## src/rtl/cplx_peak_pkg.sv

```systemverilog
// Shared types and default geometry for the complex peak detector.
// The bench's reference model uses res_t from here.
package cplx_peak_pkg;
  localparam int DW     = 16;
  localparam int MAXLEN = 1024;
  localparam int PW     = 2 * DW;
  localparam int IW     = $clog2(MAXLEN);
  localparam int EW     = PW + IW;

  typedef enum logic {ACC, HOLD} state_t;

  typedef struct packed {
    logic [PW-1:0] pwr;
    logic [IW-1:0] idx;
    logic [IW:0]   cnt;
    logic [EW-1:0] energy;
    logic          err;
  } res_t;
endpackage

```

## src/rtl/cplx_pwr.sv

```systemverilog
// Two-stage |x|^2 pipeline: squares at P1, sum at P2.
// Carries the valid, frame-done and sample-index sidebands alongside.
module cplx_pwr #(
  parameter int DW = 16,
  parameter int IW = 10
) (
  input  logic            clk,
  input  logic            rstb,
  input  logic            in_vld,
  input  logic            in_done,
  input  logic [IW-1:0]   in_idx,
  input  logic [DW-1:0]   in_i,
  input  logic [DW-1:0]   in_q,
  output logic            out_vld,
  output logic            out_done,
  output logic [IW-1:0]   out_idx,
  output logic [2*DW-1:0] out_pwr
);
  import cplx_peak_pkg::*;

  localparam int STAGES = 2;
  localparam int SW     = 2 * DW;

  logic [STAGES:1]   vld_pipe, done_pipe;
  logic [IW-1:0]     idx_p1;
  logic [SW-1:0]     ii_p1, qq_p1;
  logic signed [SW-1:0] iw, qw;

  // Squares are non-negative and at most 2^(2DW-2), so the PW-bit sum never wraps.
  always_comb begin
    iw = SW'($signed(in_i));
    qw = SW'($signed(in_q));
  end

  always_ff @(posedge clk) begin
    if (!rstb) begin
      vld_pipe  <= '0;
      done_pipe <= '0;
      idx_p1    <= '0;
      ii_p1     <= '0;
      qq_p1     <= '0;
      out_idx   <= '0;
      out_pwr   <= '0;
    end else begin
      vld_pipe  <= {vld_pipe[STAGES-1:1], in_vld};
      done_pipe <= {done_pipe[STAGES-1:1], in_done};
      idx_p1    <= in_idx;
      ii_p1     <= unsigned'(iw * iw);
      qq_p1     <= unsigned'(qw * qw);
      out_idx   <= idx_p1;
      out_pwr   <= ii_p1 + qq_p1;
    end
  end

  assign out_vld  = vld_pipe[STAGES];
  assign out_done = done_pipe[STAGES];
endmodule

```

## src/rtl/cplx_peak_detect.sv

```systemverilog
// Per-frame peak power / peak index / energy tracker with held result record.
// Optional threshold-hit reporting is built when PEAK_THRESH_EN is defined.
module cplx_peak_detect #(
  parameter int DW     = 16,
  parameter int MAXLEN = 1024
) (
  input  logic                             clk,
  input  logic                             rstb,
  input  logic                             in_en,
  input  logic [DW-1:0]                    in_data_i,
  input  logic [DW-1:0]                    in_data_q,
  input  logic                             in_done,
  input  logic                             res_ack,
`ifdef PEAK_THRESH_EN
  input  logic [2*DW-1:0]                  thresh,
  output logic                             res_hit,
  output logic [$clog2(MAXLEN)-1:0]        res_first,
`endif
  output logic                             busy,
  output logic                             res_valid,
  output logic [2*DW-1:0]                  res_pwr,
  output logic [$clog2(MAXLEN)-1:0]        res_idx,
  output logic [$clog2(MAXLEN):0]          res_cnt,
  output logic [2*DW+$clog2(MAXLEN)-1:0]   res_energy,
  output logic                             res_err
);
  import cplx_peak_pkg::*;

  localparam int LPW = 2 * DW;
  localparam int LIW = $clog2(MAXLEN);
  localparam int LEW = LPW + LIW;
  localparam logic [LIW:0]   CNT_MAX = (LIW+1)'(MAXLEN);
  localparam logic [LIW-1:0] IDX_MAX = LIW'(MAXLEN - 1);

  state_t state, state_nxt;
  logic   ack_acc, load;

  logic           accept, done_acc, drop_now;
  logic [LIW:0]   cnt;
  logic [LIW-1:0] s_idx;
  logic           frame_err, drop_flag;

  logic           p_vld, p_done;
  logic [LIW-1:0] p_idx;
  logic [LPW-1:0] p_pwr;

  logic           have, have_nxt;
  logic [LPW-1:0] cur_max, max_nxt;
  logic [LIW-1:0] cur_idx, idx_nxt;
  logic [LEW-1:0] energy, eng_nxt;
  logic [LEW:0]   eng_sum;

  // Anything arriving while busy belongs to no frame; it is dropped and flagged.
  assign accept   = in_en && !busy;
  assign done_acc = in_done && !busy;
  assign drop_now = busy && (in_en || in_done);
  assign s_idx    = (cnt >= CNT_MAX) ? IDX_MAX : cnt[LIW-1:0];

  cplx_pwr #(.DW(DW), .IW(LIW)) u_pwr (
    .clk      (clk),
    .rstb     (rstb),
    .in_vld   (accept),
    .in_done  (done_acc),
    .in_idx   (s_idx),
    .in_i     (in_data_i),
    .in_q     (in_data_q),
    .out_vld  (p_vld),
    .out_done (p_done),
    .out_idx  (p_idx),
    .out_pwr  (p_pwr)
  );

  always_ff @(posedge clk) begin
    if (!rstb) state <= ACC;
    else       state <= state_nxt;
  end

  always_comb begin
    state_nxt = state;
    case (state)
      ACC:  if (p_done)  state_nxt = HOLD;
      HOLD: if (ack_acc) state_nxt = ACC;
      default: state_nxt = ACC;
    endcase
  end

  always_comb begin
    res_valid = (state == HOLD);
    ack_acc   = res_valid && res_ack;
    load      = (state == ACC) && p_done;
  end

  // Next accumulator values include the P2 sample, so a done aligned with the
  // last sample captures that sample in the result.
  always_comb begin
    max_nxt  = cur_max;
    idx_nxt  = cur_idx;
    have_nxt = have;
    eng_nxt  = energy;
    eng_sum  = {1'b0, energy} + (LEW+1)'(p_pwr);
    if (p_vld) begin
      if (!have || p_pwr > cur_max) begin
        max_nxt = p_pwr;
        idx_nxt = p_idx;
      end
      have_nxt = 1'b1;
      eng_nxt  = eng_sum[LEW] ? '1 : eng_sum[LEW-1:0];
    end
  end

  always_ff @(posedge clk) begin
    if (!rstb) begin
      busy       <= 1'b0;
      cnt        <= '0;
      frame_err  <= 1'b0;
      drop_flag  <= 1'b0;
      have       <= 1'b0;
      cur_max    <= '0;
      cur_idx    <= '0;
      energy     <= '0;
      res_pwr    <= '0;
      res_idx    <= '0;
      res_cnt    <= '0;
      res_energy <= '0;
      res_err    <= 1'b0;
    end else begin
      if (done_acc)     busy <= 1'b1;
      else if (ack_acc) busy <= 1'b0;

      if (ack_acc) begin
        cnt       <= '0;
        frame_err <= drop_flag | drop_now;
        drop_flag <= 1'b0;
        have      <= 1'b0;
        cur_max   <= '0;
        cur_idx   <= '0;
        energy    <= '0;
      end else begin
        if (accept && cnt != CNT_MAX) cnt <= cnt + 1'b1;
        if (accept && cnt == CNT_MAX) frame_err <= 1'b1;
        drop_flag <= drop_flag | drop_now;
        have      <= have_nxt;
        cur_max   <= max_nxt;
        cur_idx   <= idx_nxt;
        energy    <= eng_nxt;
      end

      if (load) begin
        res_pwr    <= max_nxt;
        res_idx    <= idx_nxt;
        res_cnt    <= cnt;
        res_energy <= eng_nxt;
        res_err    <= frame_err;
      end
    end
  end

`ifdef PEAK_THRESH_EN
  logic [LPW-1:0] thr_q;
  logic           hit, hit_nxt;
  logic [LIW-1:0] first, first_nxt;

  always_comb begin
    hit_nxt   = hit;
    first_nxt = first;
    if (p_vld && !hit && p_pwr >= thr_q) begin
      hit_nxt   = 1'b1;
      first_nxt = p_idx;
    end
  end

  always_ff @(posedge clk) begin
    if (!rstb) begin
      thr_q     <= '0;
      hit       <= 1'b0;
      first     <= '0;
      res_hit   <= 1'b0;
      res_first <= '0;
    end else begin
      if (accept && cnt == '0) thr_q <= thresh;
      if (ack_acc) begin
        hit   <= 1'b0;
        first <= '0;
      end else begin
        hit   <= hit_nxt;
        first <= first_nxt;
      end
      if (load) begin
        res_hit   <= hit_nxt;
        res_first <= first_nxt;
      end
    end
  end
`endif
endmodule

```

## config.mk

```make
export PLATFORM = sky130hd
export DESIGN_NAME = cplx_peak_detect
export DESIGN_NICKNAME = d
export VERILOG_FILES = /design/src/rtl/cplx_peak_pkg.sv /design/src/rtl/cplx_pwr.sv /design/src/rtl/cplx_peak_detect.sv
export SDC_FILE = /design/constraint.sdc
export NUM_CORES = 2
export LEC_CHECK = 0
export CORE_MARGIN = 3
export CORE_UTILIZATION = 33
export CTS_CLUSTER_DIAMETER = 120
export DETAILED_ROUTE_END_ITERATION = 16
export MAX_ROUTING_LAYER = met4
export PLACE_DENSITY = 0.47
export SYNTH_ARGS = -nofsm -noshare
export SYNTH_HDL_FRONTEND = slang
export SYNTH_SLANG_ARGS = --single-unit
```

## constraint.sdc

```tcl
create_clock -name clk -period 9.7 [get_ports clk]
set_input_delay 1.94 -clock clk [delete_from_list [all_inputs] [get_ports clk]]
set_output_delay 1.94 -clock clk [all_outputs]
set_load 0.03 [all_outputs]
```

* After elaboration in Yosys (flattened, before gate mapping)
Index checks and enable logic that the tools add are counted.
** Word-level totals
- Bits in registers :: 316
- Input port bits :: 37
- Logic and storage cells :: 61
** Operators by class
- Add/subtract/negate cells :: 3
- Multiply operators :: 2
- Order comparisons :: 2
- Eq/ne operators :: 2
- Mux-type cells :: 14
- Bitwise operators :: 3
- Reductions and logical operators :: 14
** Operators by type and width (number)
- 42-bit two-way mux :: 2
- 16-bit by 16-bit multiplier with 32-bit output :: 2
- 32-bit two-way mux :: 2
- 42-bit by 32-bit adder with 43-bit output :: 1
- 32-bit adder :: 1
- 32-bit > comparator :: 1
- 10-bit two-way mux :: 3
- 11-bit by 1-bit adder with 11-bit output, second input constant :: 1
- 11-bit == test, second input constant :: 1
- 11-bit >= comparator, second input constant :: 1
- 11-bit inequality test, second input constant :: 1
- 1-bit logical AND :: 7
- 1-bit two-way mux :: 6
- 2-bit nonzero test :: 2
- 1-bit zero test :: 2
- 1-bit logical OR :: 2
- 1-bit inverter :: 2
- 1-bit case mux with 2 select lines :: 1
- 2-bit OR reduction :: 1
- 1-bit OR :: 1

* Longest topological paths before layout
- Depth in word-level cells :: 5
- Depth in mapped cells :: 25
- Mapped depth without buffers :: 23

* Cells and area by module
From an unflattened synthesis, not the netlist that was laid out.
** Unflattened totals
- Cell total of the unflattened synthesis :: 3601
- Area, all modules :: 32125.8 µm²
** By module, submodules not included
- cplx_pwr :: instances 1, cells an instance 2407, area each 22201.3 µm², sequential area each 2362.3 µm²
- cplx_peak_detect :: instances 1, cells an instance 1194, area each 9924.5 µm², sequential area each 3923.8 µm²

* Least setup slack after synthesis
OpenSTA, ideal clock, no wires.
- Path type :: input port to flip-flop
- From :: input in_data_i[15]
- To :: register u_pwr.ii_p1[30]
- Library setup time :: 120 ps
- Data arrival time :: 7851 ps
- Data required time :: 9580 ps
- Setup slack :: 1729 ps
- Stages :: 23
- Path through :: clkbuf_1 buf_1 nand2_1 fa_1 inv_1 fa_1 inv_1 fa_1 fa_1 inv_1 fa_1 inv_1 fa_1 inv_1 ha_1 a21o_1 a21oi_1 nor2_1 o21a_1 o21a_1 a211oi_1 a2111o_1 nand3_1
** Between the ends
- Cells in the longest elaborated chain, start to end :: 1
** Ends and longest elaborated chain
- start, declared :: RTL line cplx_peak_detect.sv:10 : input logic [DW-1:0] in_data_i,
- 16-bit by 16-bit multiplier with 32-bit output :: RTL line cplx_pwr.sv:48 : ii_p1 <= unsigned'(iw * iw);
- end signal, assigned :: RTL line cplx_pwr.sv:48
- end, declared :: RTL line cplx_pwr.sv:26 : logic [SW-1:0] ii_p1, qq_p1;
No other way between the ends.
A chain may end at the register's enable or synchronous reset.

* Worst setup path after layout
- From :: input in_data_q[2]
- To :: register u_pwr.qq_p1[24]
** Between the ends
- Cells in the longest elaborated chain, start to end :: 1
** Ends and longest elaborated chain
- start, declared :: RTL line cplx_peak_detect.sv:11 : input logic [DW-1:0] in_data_q,
- 16-bit by 16-bit multiplier with 32-bit output :: RTL line cplx_pwr.sv:49 : qq_p1 <= unsigned'(qw * qw);
- end signal, assigned :: RTL line cplx_pwr.sv:49
- end, declared :: RTL line cplx_pwr.sv:26
No other way between the ends.

==> impl_metrics.ini <==
[sta]
worst_clock_skew_ps = 28.9
tns_ps = 0
slew_headroom_pct = 33.1
finalCriticalPeriod_ps = 8340
tightest_slew_ps = 1000
fmax_mhz = 120
setup_viol = 0
finalHoldViolations = 0
slew_viol_final = 0
period_share_pct = 86.0
rsz0062_at_grt = no

[cts]
cts_buffers = 37
clk_latency_ps = 550
postCtsSetupRepairBufs = 0
numClockSinks = 314
cts_tree = done
htree_levels = 2
cts-hold-fix-buffers = 0
cts_resized = 0
cts.clk_slew.worst_paths_ps = 60
cts_root_buf = clkbuf_16
cts_buffer_depth = 3

[critical_path]
slowest_stage = clkdlybuf4s50_1
ff2ff_path_depth = 8
path_class = in -> reg
startpoint_type = input port
arrival_ps = 8740
rrSetupSlack_ps = 5880
r2r_start = u_pwr.out_pwr[25]
cpPeakStageDelay_ps = 800
crit_chain = clkdlybuf4s50_1, nand2_1, inv_1, fa_1, inv_1, fa_1, fa_1, inv_1, fa_1, fa_1, inv_1, fa_1, inv_1, ha_1, a211oi_1, nand2_1, o311ai_1, nor3_1, a2111oi_2, o31ai_1, xnor2_1, nor2_1
cpMostUsedCell = fa_1
critPathRequiredTime_ps = 10090
critPathCaptureType = register
r2r-end = res_pwr[21]
cp_max_fo = 15

[placed_design]
port_buffers = 134
gp_congestion = 0.898
dp_hpwl_mm = 65.9

[yosys]
ys_warn_count = 0
seq_area_frac_synth_pct = 19.7
synthCells = 3515
syn_area_per_cell_um2 = 9.06
synth.top_cell.area_share_pct = 29.6
yosysTopAreaCell = fa_1
synth_edf_count = 0
synth_top_cells_by_area = fa_1 30%, dfxtp_1 20%, ha_1 11%
synthesis.area_mm2 = 0.0318
ys_ff_latch = 314
ys_types = 77
async_flop_share_pct = 0
synth_nets = 4300
synth_ff_type = dfxtp_1

[floorplan]
die_h_um = 317
die_w_um = 317
initial_core_util_pct = 33.4
rows = 113
die_area_mm2 = 0.100
ios = 135
core_mm2 = 0.0953

[worst_hold_path]
hp-class = reg -> reg
min_from = u_pwr.done_pipe[1]
hold_path_depth = 1
whs_endpoint = u_pwr.done_pipe[2]

[drt]
ant_nets = 0
via_per_inst = 4.72
routed_wl_mm = 81.4
routedWlPerCell_um = 16.6
vias = 23100
drc = 0
drt_iter0_drc = 1118
drtPass1Iterations = 7

[cells_and_area]
nNetsFinal = 4381
final_cell_mix = 698 x inv_1, 471 x fa_1, 313 x dfxtp_1, 302 x nor2_1, 277 x ha_1
syn_to_final_growth_pct = 12.6
mostFrequentLayoutCell = inv_1
layout-drive-gt1-share_pct = 4.39

[global_route]
grt.met2_usage_pct = 29.3
track_usage_pct = 17.2
grt_pass1_wl_mm = 133
grtUsageMet1_pct = 22.3
grt.met3_usage_pct = 1.93
grt-busiest-layer = met2
grt_pass1_vias = 24600
grt_max_degree = 99
antenna_found_initial = 0
grt_overflow_total = 0

[run]
maxCapViolations = 0

[outcome]
run_status = finished, final reports clean
-- kinds of logic after synthesis --
| logic type | after synthesis | share of synthesized area [%] |
|---|---|---|
| fa+ha+maj | 748 | 40.5 |
| flops | 314 | 19.7 |
| buf+inv | 829 | 9.85 |
| mux | 57 | 1.80 |
| simple gates | 887 | 12.9 |
| compound gates | 555 | 11.8 |
| xor+xnor | 125 | 3.44 |
-- metal layers --
layer / part of all wire (%) / vias to the layer above
met3: 3.4 / 80
met1: 46 / 11300
met2: 49 / 330
met4: 1.8 / 0
met5: 0 / -
li1: - / 11400
-- through the flow --
step | instances | hold slack (ps) | cell area, µm² | setup WS (ps) | util, %
finish | 4890 | 431 | 35900 | 1360 | 37.6
global route | 4889 | 449 | 35900 | 891 | 37.6
CTS | 4889 | 433 | 35900 | 1410 | 37.6
detailed placement | 4822 | 419 | 34600 | 845 | 36.3
global placement | 4822 | 413 | 34600 | 824 | 36.3
floorplan | 3515 | 412 | 31800 | 1730 | -
-- worst max-delay path, delay by kind of cell --
kind | cells | cell delay, ps
AO/OA/AOI/OAI | 4 | 1540
XOR/XNOR | 1 | 150
adder cells (fa/ha/maj) | 7 | 3320
buffers and inverters | 6 | 1090
AND/OR/NAND/NOR | 4 | 690
-- state kept, by name (all words and copies together) (netlist names), 2 cells and up --
name	count
cnt	11
cur_idx	10
cur_max	32
energy	42
res_cnt	11
res_energy	42
res_idx	10
res_pwr	32
u_pwr.done_pipe	2
u_pwr.idx_p1	10
u_pwr.ii_p1	31
u_pwr.out_idx	10
u_pwr.out_pwr	32
u_pwr.qq_p1	31
u_pwr.vld_pipe	2
-- worst max path at each step --
stage / startpoint / endpoint / slack (ps) / cells past startpoint
4_1_cts: in_data_q[2] / u_pwr.qq_p1[24] / 1410 / 22
2_1_floorplan: in_data_i[15] / u_pwr.ii_p1[30] / 1730 / 23
5_1_grt: in_data_q[2] / u_pwr.qq_p1[24] / 890 / 22
6_report: in_data_q[2] / u_pwr.qq_p1[24] / 1360 / 22
3_3_place_gp: in_data_q[2] / u_pwr.qq_p1[24] / 820 / 22
3_5_place_dp: in_data_q[2] / u_pwr.qq_p1[24] / 840 / 22
-- synthesized netlist by cell type (4+ instances only) --
| cell type | number |
|---|---|
| a21o_1 | 61 |
| and3_1 | 25 |
| or3_1 | 9 |
| xor2_1 | 48 |
| fa_1 | 471 |
| mux2i_1 | 56 |
| nor2b_1 | 20 |
| nand4_1 | 26 |
| a211oi_1 | 24 |
| o221ai_1 | 8 |
| nand2b_1 | 19 |
| or4_1 | 4 |
| o31ai_1 | 10 |
| o22ai_1 | 8 |
| a21oi_1 | 186 |
| nor4_1 | 9 |
| a311oi_1 | 4 |
| o211ai_1 | 9 |
| buf_2 | 11 |
| clkbuf_1 | 106 |
| nor3_1 | 57 |
| a211o_1 | 5 |
| dfxtp_1 | 314 |
| ha_1 | 277 |
| a221oi_1 | 4 |
| nor3b_1 | 8 |
| nand2_1 | 238 |
| or2_2 | 10 |
| buf_1 | 7 |
| o21a_1 | 25 |
| and4_1 | 4 |
| a31o_2 | 8 |
| o2111ai_1 | 6 |
| inv_1 | 699 |
| o41ai_2 | 18 |
| a221o_1 | 4 |
| xnor2_1 | 77 |
| nor2_1 | 302 |
| nand3_1 | 53 |
| o21ai_0 | 104 |
| a21boi_0 | 4 |
| a31oi_1 | 16 |
| and2_1 | 95 |
| o21bai_1 | 15 |
-- layout make-up --
type | count | area (µm²)
clock buffers | 45 | 1020
repair buffers | 169 | 1600
clock inverters | 22 | 275
fillers | 9854 | 59400
well taps | 1265 | 1580
multi-input cells | 2372 | 22500
diodes | 1 | 2.50
flip-flops and latches | 314 | 6290
inverters | 702 | 2640
Power is not shown: default switching activity piles up to over one toggle a cycle in this logic, so the estimate is an artifact.
